### config.mk
export PLATFORM = sky130hd
export DESIGN_NAME = pipelined_wide_reduce
export DESIGN_NICKNAME = d
export VERILOG_FILES = /design/src/rtl/pipelined_wide_reduce.sv
export SDC_FILE = /design/constraint.sdc
export NUM_CORES = 1
export LEC_CHECK = 0
export BUFFER_PORTS_ARGS = -buffer_cell sky130_fd_sc_hd__buf_4
export CELL_PAD_IN_SITES_DETAIL_PLACEMENT = 1
export CELL_PAD_IN_SITES_GLOBAL_PLACEMENT = 1
export CORE_MARGIN = 5
export CORE_UTILIZATION = 35
export DETAILED_ROUTE_END_ITERATION = 16
export GPL_ROUTABILITY_DRIVEN = 1
export GPL_TIMING_DRIVEN = 0
export HOLD_SLACK_MARGIN = 0.06
export PLACE_DENSITY = 0.79
export SLEW_MARGIN = 20
export SYNTH_ARGS = -nofsm -noshare
export SYNTH_HDL_FRONTEND = slang
export SYNTH_SLANG_ARGS = --single-unit
### constraint.sdc
create_clock -name clk -period 2.05 [get_ports clk]
set_input_delay 0.615 -clock clk [delete_from_list [all_inputs] [get_ports clk]]
set_output_delay 0.615 -clock clk [all_outputs]
set_load 0.02 [all_outputs]
### src/rtl/pipelined_wide_reduce.sv
// pipelined_wide_reduce
//   Two-stage reducer for a WIDTH-bit vector. The operator is selected at
//   run time (OR, AND, XOR, NOR) and travels down the pipe with its data.
//   Stage 1 reduces each CHUNK-bit slice to one partial bit. Stage 2 reduces
//   the partials and registers the result. Latency is 2 cycles, and the pipe
//   accepts one vector per cycle.
//
// Ports
//   clk         single clock, rising edge
//   rst         synchronous active-high reset
//   in_valid    qualifies in_data / in_mode
//   in_data     WIDTH-bit vector to reduce
//   in_mode     00=OR 01=AND 10=XOR 11=NOR
//   sticky_clr  clears sticky_hit and hit_count (a hit in the same cycle wins)
//   out_valid   result valid, 2 cycles after in_valid
//   out_result  reduced result (holds while out_valid=0)
//   out_chunks  per-slice partials of the result (OR partials for NOR)
//   sticky_hit  set by any valid result of 1 since the last clear
//   hit_count   saturating count of valid results equal to 1
module pipelined_wide_reduce #(
  parameter int unsigned WIDTH = 64,
  parameter int unsigned CHUNK = 12,
  parameter int unsigned CNT_W = 16,
  localparam int unsigned NCH  = (WIDTH + CHUNK - 1) / CHUNK
) (
  input  logic             clk,
  input  logic             rst,
  input  logic             in_valid,
  input  logic [WIDTH-1:0] in_data,
  input  logic [1:0]       in_mode,
  input  logic             sticky_clr,
  output logic             out_valid,
  output logic             out_result,
  output logic [NCH-1:0]   out_chunks,
  output logic             sticky_hit,
  output logic [CNT_W-1:0] hit_count
);

  localparam int unsigned PADW = NCH * CHUNK;

  typedef enum logic [1:0] {
    MODE_OR  = 2'b00,
    MODE_AND = 2'b01,
    MODE_XOR = 2'b10,
    MODE_NOR = 2'b11
  } mode_e;

  mode_e            mode_in;
  logic [PADW-1:0]  padded;
  logic [CHUNK-1:0] slice;
  logic [NCH-1:0]   part;

  logic             s1_valid;
  mode_e            s1_mode;
  logic [NCH-1:0]   s1_part;

  logic             final_bit;
  logic             hit;

  assign mode_in = mode_e'(in_mode);

  // Stage 1: the bits above WIDTH are filled with the operator identity.
  // That fill is 1 for AND and 0 for every other mode, so the padding never
  // changes the result.
  always_comb begin
    padded              = {PADW{mode_in == MODE_AND}};
    padded[WIDTH-1:0]   = in_data;
    slice               = '0;
    part                = '0;
    for (int unsigned k = 0; k < NCH; k++) begin
      slice = padded[k*CHUNK +: CHUNK];
      case (mode_in)
        MODE_AND: part[k] = &slice;
        MODE_XOR: part[k] = ^slice;
        default:  part[k] = |slice;   // OR and NOR both use OR partials
      endcase
    end
  end

  always_ff @(posedge clk) begin
    if (rst) begin
      s1_valid <= 1'b0;
      s1_mode  <= MODE_OR;
      s1_part  <= '0;
    end else begin
      s1_valid <= in_valid;
      s1_mode  <= mode_in;
      s1_part  <= part;
    end
  end

  // Stage 2: combine the partials. With NCH=1 this passes the single
  // partial through, and NOR still inverts it.
  always_comb begin
    case (s1_mode)
      MODE_AND: final_bit = &s1_part;
      MODE_XOR: final_bit = ^s1_part;
      MODE_NOR: final_bit = ~|s1_part;
      default:  final_bit = |s1_part;
    endcase
  end

  assign hit = s1_valid & final_bit;

  always_ff @(posedge clk) begin
    if (rst) begin
      out_valid  <= 1'b0;
      out_result <= 1'b0;
      out_chunks <= '0;
    end else begin
      out_valid <= s1_valid;
      if (s1_valid) begin
        out_result <= final_bit;
        out_chunks <= s1_part;
      end
    end
  end

  // A clear and a hit in the same cycle behave as clear-then-set.
  always_ff @(posedge clk) begin
    if (rst) begin
      sticky_hit <= 1'b0;
      hit_count  <= '0;
    end else if (sticky_clr) begin
      sticky_hit <= hit;
      hit_count  <= CNT_W'(hit);
    end else if (hit) begin
      sticky_hit <= 1'b1;
      if (hit_count != '1) begin
        hit_count <= hit_count + CNT_W'(1);
      end
    end
  end

endmodule

---- After elaboration in Yosys (flattened, before gate mapping) ----
Index checks and enable logic that the tools add are counted.
cells by class
  reductions and logical operators ........ 27
  multiplexer cells ....................... 12
  eq/ne operators ......................... 6
  add/subtract/negate cells ............... 1
  bitwise operators ....................... 1
operators by type and width
  kind                     count
  $reduce_xor A12 Y1       6
  $reduce_and A12 Y1       5
  $reduce_or A12 Y1        5
  $add A16 B1 Y16 const B  1
  $ne A16 B16 Y1 const B   1
  $pmux W1 S2              6
  $eq A2 B2 Y1 const B     3
  $reduce_and A6 Y1        1
  $reduce_or A6 Y1         1
  $reduce_xor A6 Y1        1
  $mux W1                  5
  $reduce_and A5 Y1        1
  $reduce_or A5 Y1         1
  $eq A2 B1 Y1 const B     2
  $reduce_and A2 Y1        2
  $reduce_bool A2 Y1       2
  $pmux W1 S3              1
  $reduce_or A2 Y1         1
  $and A1 B1 Y1            1
  $logic_not A1 Y1         1
storage, ports and cells
  output and inout port bits .............. 25
  flip-flop bits (word level) ............. 34
  logic and storage cells ................. 56

---- Depth between registers and ports, before layout ----
  depth after elaboration ................. 6
  mapped depth ............................ 9
  gate-level depth less buffers ........... 7

---- Worst setup path before layout ----
No wires, ideal clock.
  path type ............................... reg-to-reg
  start point ............................. register s1_part[0]
  end point ............................... register hit_count[12]
  stages on the path, launching flop included .. 9
  period minus slack after synthesis ...... 1,955 ps
  slack ................................... 95 ps
  data arrival time ....................... 1,895 ps
  cells stage by stage .................... dfxtp_1 -> inv_1 -> ha_1 -> xnor2_1 -> xnor2_1 -> o22ai_4 -> buf_6 -> or4_1 -> nand2_1
between the ends
  cells in the longest elaborated chain, start to end .. 5
  elaborated cells between the ends (all ways) .. 7
  classes of those cells .................. 1 x mux; 1 x bitwise; 5 x reduce/logical
RTL lines
  element                               RTL line  text
  from (decl)                           55        logic [NCH-1:0] s1_part;
  from (signal assigned)                88        s1_part <= part;
  $reduce_or A6 Y1                      98, 99
  $logic_not A1 Y1                      98        MODE_NOR: final_bit = ~|s1_part;
  $pmux W1 S3 *                         95        case (s1_mode)
  $and A1 B1 Y1 *                       103       assign hit = s1_valid & final_bit;
  $reduce_and A2 Y1 (no source line) *  n/a
  to (signal assigned)                  126       hit_count <= CNT_W'(hit);
  to (signal assigned)                  130       hit_count <= hit_count + CNT_W'(1);
  to (decl)                             36        output logic [CNT_W-1:0] hit_count
Every way passes the cells marked *; elsewhere a longest branch is shown, timed or not.
A chain may end at the register's enable or synchronous reset.

---- Final worst setup path ----
  start point ............................. register s1_part[0]
  end point ............................... register hit_count[6]
The elaborated chain is that of the path after synthesis.

==> out/metrics.yaml <==
run_status:
  status: "complete, no violations"
layout:
  postLayoutCellArea_sq_um: 4340
  layout.cells.non_filler: 597
  fin_nets: 632
  n_antenna_cell: 0
  fillCellCount: 1074
  syn2layout_area_growth_pct: 37.6
  layout-drive-gt1-share: 0.319
cts:
  hold_buffers: 0
  cts_sinks: 34
  clockBufferDepth: 2
  numCtsBuffers: 5
  clkTransAtPathRegs_ns: 0.07
  h-tree-depth: 2
  cts_tree: "done"
  cts_root_buffer: "clkbuf_8"
  clkLatencyLatePin_ns: 0.29
sta:
  slew_viol_final: 0
  period_share: 0.974
  finalHoldViolCount: 0
  skew_ns: 0.0101
  relSlewSlack: 0.518
  tightest_slew_ns: 0.723
  period_minus_slack_ns: 2.00
  fmax_mhz: 501
  rsz0062_at_grt: "true"
  tns_ns: 0
  setup_viol: 0
placement:
  numPlacedInstances: 577
  post_dp_cell_area_sq_um: 3990
  portBuffers: 94
  hpwl_microns: 7300
  place_congestion: 0.808
global_routing:
  grt_pass1_vias: 3368
  grt-ovfl-total: 0
  grt_pass1_wl_microns: 15000
  grt_max_degree: 11
  grtUsageTotal: 0.161
  antenna_found_initial: 0
worst_setup_path:
  critPathMaxStageDelay_ns: 0.50
  arrival_ns: 2.22
  crit_path_cell_trace: "inv_2 > ha_4 > and3_4 > o32ai_4 > o22ai_4 > buf_6 > or4_4 > a21oi_2"
  start_kind: "flop"
  worstSetupEndpointType: "flop"
  crit_slowest_cell: "or4_4"
  criticalPathCategory: "flop to flop"
  critical_path_required_ns: 2.27
  crit_fanout: 4
route:
  drt_iter0_drc: 55
  postRouteAntennaNets: 0
  wire_per_inst_microns: 15.2
  wirelength_microns: 9060
  vias_per_cell: 5.05
  via_count: 3014
  drc: 0
  drt_pass1_iterations: 4
floorplanning:
  initial_core_util: 0.360
  row_count: 34
  die_y_microns: 105
  ios: 95
  die_area_sq_um: 11000
  fp.coreArea_sq_um: 8760
  die_w_microns: 105
synthesis:
  syn-cell-area_sq_um: 3150
  synth-main-ff-cell: "dfxtp_1"
  yosysUniqueCellTypes: 41
  yosys_warnings: 0
  yosysSeqAreaShare: 0.216
  synth-edff-count: 0
  syn_avg_cell_area_sq_um: 8.40
  synth_fp_nets: 518
  syn_inst: 375
  synthArstFlopShare: 0
  ys_seq_elements: 34
run:
  drv_cap: 0
worst_hold_path:
  worstHoldPathType: "flop to flop"
power_and_ir_drop:
  vdd_ir_drop_max_v: 0.000202
  powerDensity_nw_per_um2: 446
  p_leak_nw: 2.14
==> cell families (layout without fill, tap and decap cells) <==
family,count (synthesis),after routing,synth area share
and+or+nand+nor,107,107,0.186
AOI/OAI and AO/OA,42,42,0.102
buffers and inverters,84,198,0.106
DFF,34,34,0.216
xor gates and xnor gates,28,28,0.0778
adders and majority gates,73,73,0.290
muxes,7,7,0.0222
==> timing repair <==
| item | CTS | global route |
|---|---|---|
| resized for setup | 17 | 26 |
| pin swaps | 10 | 15 |
| buffers inserted | 10 | 3 |
| endpoints found under the setup margin | 17 | 15 |
==> cell type report <==
| cell class | count | area (sq um) | share of cell area |
|---|---|---|---|
| repair buffers | 107 | 815 | 0.188 |
| multi-input cells | 257 | 2280 | 0.525 |
| inverters | 75 | 284 | 0.0655 |
| clock buffers | 7 | 76.3 | 0.0176 |
| flip-flops and latches | 34 | 688 | 0.159 |
| plain buffers | 9 | 60.1 | 0.0139 |
| well taps | 108 | 135 | 0.0312 |
==> worst paths after layout <==
kind	endpoint	start	slack [ns]	depth (start not counted)
hold / removal	sticky_hit	sticky_hit	0.48	2
hold reg to reg	sticky_hit	sticky_hit	0.48	2
setup / recovery	hit_count[6]	s1_part[0]	0.05	8
setup reg to reg	hit_count[6]	s1_part[0]	0.05	8
==> critical path: cells and delay by family (launching register included) <==
kind            cells  cell delay, ns
compound gates      3            0.57
fa+ha+maj           1            0.15
buf+inv             2            0.18
flops               1            0.34
simple gates        2            0.68
==> Yosys cell counts (2+ instances only) <==
cell type,n,area (sq um)
inv_1,74,278
ha_1,73,913
dfxtp_1,34,681
nor2_1,23,86.3
xnor2_1,23,201
nand4_1,18,113
nand3_1,16,80.1
a21oi_1,15,75.1
nand2_1,13,48.8
or4_1,10,75.1
o31ai_1,8,60.1
mux2i_1,7,70.1
nor3_1,6,30.0
a211oi_1,5,37.5
and3_1,5,31.3
clkbuf_1,5,18.8
xor2_1,5,43.8
and4_1,3,26.3
or3_1,3,18.8
buf_2,2,10.0
buf_6,2,22.5
nand2b_1,2,12.5
nand4b_1,2,17.5
nor2b_1,2,12.5
o211ai_1,2,15.0
o21ai_1,2,10.0
==> per-layer routing <==
| layer | vias to the layer above | wire length, microns | GRT usage |
|---|---|---|---|
| met5 | - | 0 | 0 |
| met4 | 0 | 90 | 0.0311 |
| met3 | 12 | 605 | 0.0462 |
| met2 | 74 | 4800 | 0.303 |
| met1 | 1433 | 3570 | 0.178 |
| li1 | 1495 | - | - |
==> cells in the final DEF (no fill, tap or decap), types with 3 or more instances in the layout <==
cell type  instances
buf_6              6
and3_1             4
dfxtp_2            6
xnor2_1           21
dfxtp_1           28
clkbuf_8           5
nand2_1           13
o31ai_1            5
nor3_1             6
ha_4               3
inv_2              4
xor2_1             5
nand4_1           18
a21oi_1            9
clkbuf_1           7
a21oi_2            6
nor2_1            23
or4_4              7
and4_1             3
or4_1              3
a211oi_1           5
inv_1             70
ha_1              70
nand3_1           15
mux2i_1            7
or3_1              3
buf_4            104
==> sequential cells by signal, summed over array words and instances (netlist names) <==
signal,count
out_valid,1
out_chunks,6
s1_mode,2
out_result,1
sticky_hit,1
s1_part,6
s1_valid,1
hit_count,16
==> power breakdown <==
group	leakage, nW	total, mW	internal [mW]	switching [mW]
logic	1.83	0.750	0.404	0.346
clock network	0.0383	0.469	0.234	0.235
registers	0.279	0.713	0.692	0.0209
==> through the flow <==
stage                      util  power (mW)  setup WS [ns]  hold slack, ns
after global placement    0.456        1.33         -0.112           0.458
final                     0.495        1.93         0.0534           0.478
after detailed placement  0.456        1.37         -0.180           0.472
after CTS                 0.482        1.92       -0.00405           0.482
after floorplan               -        1.13         0.0951           0.491
after global routing      0.495        2.07        -0.0315           0.517
(Power assumes the default switching activity.)
